--- src/rtl/esp32_prog_ctrl.sv ---
// ESP32 auto-programming controller: turns FTDI DTR/RTS into EN/IO0 strapping
// and tracks whether a flash session is in progress.
module esp32_prog_ctrl #(
    parameter int FILTER_CYCLES = 4,
    parameter int RELEASE_BITS  = 24
) (
    input  logic       clk_25mhz,
    input  logic       rst_n,
    input  logic       ftdi_ndtr,
    input  logic       ftdi_nrts,
    input  logic       ftdi_txd,
    input  logic       btn_n,
    output logic       wifi_en,
    output logic       wifi_gpio0,
    output logic       prog_active,
    output logic [1:0] state_dbg
);

    typedef enum logic [1:0] {
        IDLE  = 2'b00,
        ARMED = 2'b01,
        PROG  = 2'b10
    } state_t;

    localparam logic [7:0] CNT_LAST = 8'(FILTER_CYCLES - 1);
    localparam int         TMSB     = RELEASE_BITS - 1;

    // Bit 0 is the first synchronizer flop, bit 1 the one logic may use.
    logic [1:0]              dtr_sync, rts_sync, txd_sync, btn_sync;
    logic                    txd_d;
    logic [1:0]              pair_s, cand, filt;
    logic [7:0]              cnt;
    logic                    filt_upd;
    logic                    txd_fall, timer_clr;
    logic [RELEASE_BITS-1:0] timer, timer_nxt;
    logic                    en_d, io0_d;
    state_t                  state, state_nxt;

    assign pair_s    = {dtr_sync[1], rts_sync[1]};
    assign state_dbg = state;

    // The candidate register delays the pair by one more cycle so a level is
    // only accepted once it has stayed put across the whole count window.
    assign filt_upd  = (pair_s == cand) && (cand != filt) && (cnt == CNT_LAST);
    assign txd_fall  = txd_d & ~txd_sync[1];
    assign timer_clr = filt_upd | txd_fall;

    always_comb begin
        {en_d, io0_d} = 2'b11;
        case (filt)
            2'b10:   {en_d, io0_d} = 2'b01;
            2'b01:   {en_d, io0_d} = 2'b10;
            default: {en_d, io0_d} = 2'b11;
        endcase
    end

    always_comb begin
        timer_nxt = timer;
        if (timer_clr) begin
            timer_nxt = '0;
        end else if (!timer[TMSB]) begin
            timer_nxt = timer + 1'b1;
        end
    end

    // Re-reset from the host (pair 10) wins over the release timeout.
    always_comb begin
        state_nxt = state;
        case (state)
            IDLE: begin
                if (filt == 2'b10) state_nxt = ARMED;
            end
            ARMED: begin
                if (filt == 2'b01) state_nxt = PROG;
                else if (filt == 2'b11 || filt == 2'b00) state_nxt = IDLE;
            end
            PROG: begin
                if (filt == 2'b10) state_nxt = ARMED;
                else if (timer_nxt[TMSB]) state_nxt = IDLE;
            end
            default: state_nxt = IDLE;
        endcase
    end

    always_ff @(posedge clk_25mhz) begin
        if (!rst_n) begin
            dtr_sync    <= 2'b11;
            rts_sync    <= 2'b11;
            txd_sync    <= 2'b11;
            btn_sync    <= 2'b11;
            txd_d       <= 1'b1;
            cand        <= 2'b11;
            filt        <= 2'b11;
            cnt         <= '0;
            timer       <= '0;
            state       <= IDLE;
            prog_active <= 1'b0;
            wifi_en     <= 1'b1;
            wifi_gpio0  <= 1'b1;
        end else begin
            dtr_sync <= {dtr_sync[0], ftdi_ndtr};
            rts_sync <= {rts_sync[0], ftdi_nrts};
            txd_sync <= {txd_sync[0], ftdi_txd};
            btn_sync <= {btn_sync[0], btn_n};
            txd_d    <= txd_sync[1];
            cand     <= pair_s;
            if (pair_s != cand || cand == filt || filt_upd) begin
                cnt <= '0;
            end else begin
                cnt <= cnt + 8'd1;
            end
            if (filt_upd) begin
                filt <= cand;
            end
            // Outside PROG the timer sits at zero, so entry always starts fresh.
            timer       <= (state == PROG) ? timer_nxt : '0;
            state       <= state_nxt;
            prog_active <= (state_nxt == PROG);
            wifi_en     <= en_d;
            wifi_gpio0  <= io0_d & btn_sync[1];
        end
    end

endmodule

--- config.mk ---
export PLATFORM = sky130hd
export DESIGN_NAME = esp32_prog_ctrl
export DESIGN_NICKNAME = d
export VERILOG_FILES = /design/src/rtl/esp32_prog_ctrl.sv
export SDC_FILE = /design/constraint.sdc
export NUM_CORES = 1
export LEC_CHECK = 0
export ABC_CLOCK_PERIOD_IN_PS = 3000
export BUFFER_PORTS_ARGS = -buffer_cell sky130_fd_sc_hd__buf_4
export CAP_MARGIN = 5
export CORE_MARGIN = 2
export CORE_UTILIZATION = 42
export DETAILED_ROUTE_END_ITERATION = 10
export GPL_ROUTABILITY_DRIVEN = 0
export SLEW_MARGIN = 40
export SYNTH_ARGS = -nofsm -noshare
export SYNTH_HDL_FRONTEND = slang
export SYNTH_SLANG_ARGS = --single-unit
--- constraint.sdc ---
create_clock -name clk_25mhz -period 3 [get_ports clk_25mhz]
set_clock_uncertainty 0.1 [all_clocks]
set_input_delay 0.3 -clock clk_25mhz [delete_from_list [all_inputs] [get_ports clk_25mhz]]
set_output_delay 0.3 -clock clk_25mhz [all_outputs]
set_load 0.1 [all_outputs]
* Word-level counts from Yosys, hierarchy flattened
Cells that the tools add are included.
** Storage, ports and cells
- Bits of input ports :: 6
- Logic and storage cells :: 53
- Bits in registers :: 50
- Output and inout port bits :: 5
** Cells by class
- Bitwise gates (word level) :: 6
- Reductions and logical operators :: 10
- Add/sub/neg operators :: 2
- Mux-type cells :: 10
- Eq/ne operators :: 11
** Operators with widths (number)
- $mux W24 :: 2
- $add A24 B1 Y24 const B :: 1
- $mux W2 :: 5
- $add A8 B1 Y8 const B :: 1
- $eq A2 B2 Y1 const B :: 4
- $eq A8 B2 Y1 const B :: 1
- $pmux W2 S3 :: 1
- $eq A2 B1 Y1 const B :: 2
- $eq A2 B2 Y1 :: 2
- $logic_not A2 Y1 :: 2
- $ne A2 B2 Y1 :: 2
- $logic_or A1 B1 Y1 :: 3
- $not A1 Y1 :: 3
- $reduce_or A3 Y1 :: 1
- $and A1 B1 Y1 :: 2
- $logic_and A1 B1 Y1 :: 2
- $mux W1 :: 2
- $reduce_and A2 Y1 :: 1
- $reduce_or A2 Y1 :: 1
- $or A1 B1 Y1 :: 1

* Longest topological paths before layout
- Depth in word-level cells :: 9
- Gate-level depth with buffers :: 6
- Mapped depth without buffers :: 6

* Worst setup path after synthesis
No wires, ideal clock.
- Path kind :: register to register
- Start :: reg timer[0]
- End :: reg timer[22]
- Clock period less this slack :: 2.000 ns
- Path slack :: 1.000 ns
- Library setup time :: 0.070 ns
- Required time :: 2.830 ns
- Data arrival time :: 1.830 ns
- Stages on the path, launching flop included :: 7
- Path through :: dfxtp_1 > ha_1 > nand3b_1 > or4_1 > buf_2 > or4_1 > a21oi_1
** Between the ends
- Word-level cells in the longest chain between the ends :: 1
** Ends and longest elaborated chain
- start, declared :: RTL line 35 : logic [RELEASE_BITS-1:0] timer, timer_nxt;
- start signal, assigned :: RTL line 116 : timer <= (state == PROG) ? timer_nxt : '0;
- $add A24 B1 Y24 :: RTL line 62 : timer_nxt = timer + 1'b1;
Every way passes these cells.
A chain may end at the register's enable or synchronous reset.

* Worst setup path after layout
Same ends and word-level chain as after synthesis.

==> flow_metrics.env <==
export IMPL_root_buffer="clkbuf_8"
export IMPL_cts_setup_buffers=0
export IMPL_worst_slack_ns=0.798
export IMPL_cp_common_cell="or4_1"
export IMPL_start_util=0.435
export IMPL_finalHoldViolations=0
export IMPL_grt_total_usage=0.136
export IMPL_rrSetupSlack_ns=0.80
export IMPL_numCtsBuffers=5
export IMPL_ys_ff_latch=50
export IMPL_clock_latency_ns=0.31
export IMPL_syn2layout_area_growth_pct=11.6
export IMPL_cts_tree="done"
export IMPL_grt_max_degree=25
export IMPL_drt_wl_total_mm=3.22
export IMPL_cts_resized=0
export IMPL_dp_hpwl_mm=2.20
export IMPL_post_route_period_util=0.734
export IMPL_status="complete, no violations"
export IMPL_multiInputGateArea_um2=987
export IMPL_n_fill_cell=446
export IMPL_final_nets=244
export IMPL_drtIter0Drc=64
export IMPL_rows=25
export IMPL_path_cells="ha_1, nand3b_1, or4_1, or4_1, a21oi_1"
export IMPL_critical_path_class="flip-flop to flip-flop"
export IMPL_max_freq_mhz=454
export IMPL_layout_commonest_cell="dfxtp_1"
export IMPL_critPathMaxStageDelay_ns=0.59
export IMPL_htree_levels=2
export IMPL_min_period_ns=2.20
export IMPL_die_w_um=73.7
export IMPL_cp_end_kind="flip-flop"
export IMPL_met1_usage=0.157
export IMPL_fp_coreArea_um2=4690
export IMPL_drc_errors=0
export IMPL_busiest_layer="met2"
export IMPL_worstHoldPathType="input pin to flip-flop"
export IMPL_grt_antenna_before_repair=0
export IMPL_ant_nets=0
export IMPL_cp_required_ns=3.14
export IMPL_rsz0062_at_grt="false"
export IMPL_first_global_vias=1335
export IMPL_yosys_warnings=0
export IMPL_clk_pin_slew_ns=0.09
export IMPL_layout_common_cells="dfxtp_1 (50), nor2_1 (31), xnor2_1 (18), nand2b_1 (12)"
export IMPL_slowest_stage="or4_1"
export IMPL_dr_pass1_iters=4
export IMPL_vias=1491
export IMPL_leakage_nw=0.778
export IMPL_ir_worst_vdd_v=0.000390
export IMPL_viasPerCell=5.16
export IMPL_ctsHoldBuffers=0
export IMPL_io_pins=11
export IMPL_avgRoutedWirePerCell_um=11.1
export IMPL_syn_avg_cell_area_um2=9.20
export IMPL_hold_worst_slack_ns=0.0692
export IMPL_die_area_um2=5440
export IMPL_drv_cap=0
export IMPL_cp_arrival_ns=2.34
export IMPL_dpl_worst_slack_ns=0.842
export IMPL_seq_area_frac_synth=0.490
export IMPL_synth_fp_nets=232
export IMPL_worst_path_max_fanout=9
export IMPL_syn_area_um2=2040
export IMPL_grt_util_met2=0.219
export IMPL_finalSetupViolCount=0
export IMPL_clock_path_buffers=2
export IMPL_regArea_um2=1000
export IMPL_synth_cells=222
export IMPL_tightest_slew_ns=0.388
export IMPL_synthDistinctLibCells=30
export IMPL_die_h_um=73.7
export IMPL_drive_above_1_share=0.0851
export IMPL_tns_ns=0
export IMPL_gr_usage_met3=0.0412
export IMPL_port_buffers=10
export IMPL_relSlewSlack=0.739
export IMPL_grt_overflow=0
export IMPL_cts_sinks=50
export IMPL_num_antenna_cells=0
export IMPL_start_kind="flip-flop"
export IMPL_grt_pass1_wl_mm=5.55
export IMPL_slew_violations=0
export IMPL_cellPowerDensity_nw_per_um2=513
## final timing paths
kind          startpoint          end  cells after the start
max             timer[0]    timer[22]                      5
min                btn_n  btn_sync[0]                      2
max reg2reg     timer[0]    timer[22]                      5
min reg2reg  rts_sync[0]  rts_sync[1]                      1
## critical path: cells and delay by family, from the launching register on
kind | cells | cell delay (ns)
simple gates | 3 | 1.28
flops | 1 | 0.42
fa+ha+maj | 1 | 0.19
compound gates | 1 | 0.15
## logic make-up after synthesis
| family | synth area share |
|---|---|
| and+or+nand+nor | 0.273 |
| DFF | 0.490 |
| AOI/OAI and AO/OA | 0.0735 |
| xor gates and xnor gates | 0.103 |
| buffers and inverters | 0.0263 |
| adders and majority gates | 0.0245 |
| muxes | 0.00980 |
## synthesized netlist by cell type (all sizes together)
cell type,instances,share of area
a21oi,9,0.022
and3,2,0.0061
o31ai,1,0.0037
nand4b,1,0.0074
nand3,11,0.027
or4,3,0.011
inv,8,0.015
o21ai,9,0.022
and4,2,0.0086
nor3,5,0.012
nand2,10,0.018
or3,7,0.021
mux2i,2,0.0098
xor2,6,0.026
nand3b,2,0.0074
nor2,31,0.057
o211a,1,0.0049
clkbuf,5,0.0092
ha,4,0.025
o311a,2,0.0098
buf,1,0.0024
nor2b,4,0.012
nand2b,12,0.037
o211ai,3,0.011
dfxtp,50,0.49
nor4,5,0.015
xnor2,18,0.077
nand4,8,0.032
## sequential cells by signal, summed over array words and instances (netlist names)
register     count
btn_sync         2
cand             2
cnt              8
dtr_sync         2
filt             2
prog_active      1
rts_sync         2
state_dbg        2
timer           24
txd_d            1
txd_sync         2
wifi_en          1
wifi_gpio0       1
## metal layers
| metal | up-vias | wire, um |
|---|---|---|
| li1 | 788 | - |
| met1 | 680 | 1550 |
| met2 | 16 | 1490 |
| met3 | 7 | 92 |
| met4 | 0 | 89 |
| met5 | - | 0 |
## power by group
group	internal, mW	switching (mW)
registers	0.670	0.00256
clock network	0.249	0.224
logic	0.0110	0.0115
total	0.930	0.238
## per-stage QoR
stage	std cells	total power, mW	util	area (um^2)
final	289	1.17	0.486	2280
after global routing	289	1.21	0.486	2280
after CTS	289	1.18	0.486	2280
after detailed placement	281	0.711	0.462	2170
after global placement	281	0.711	0.462	2170
after floorplan	222	0.703	-	2040
## layout make-up
type,instances,share of cell area
sequential,50,0.439
clock inverter,2,0.0165
tap,54,0.0297
inverter,8,0.0132
multi-input combinational,158,0.433
clock buffer,6,0.0319
timing repair buffer,11,0.0362
Note: power is estimated with default switching activity, not from simulation.
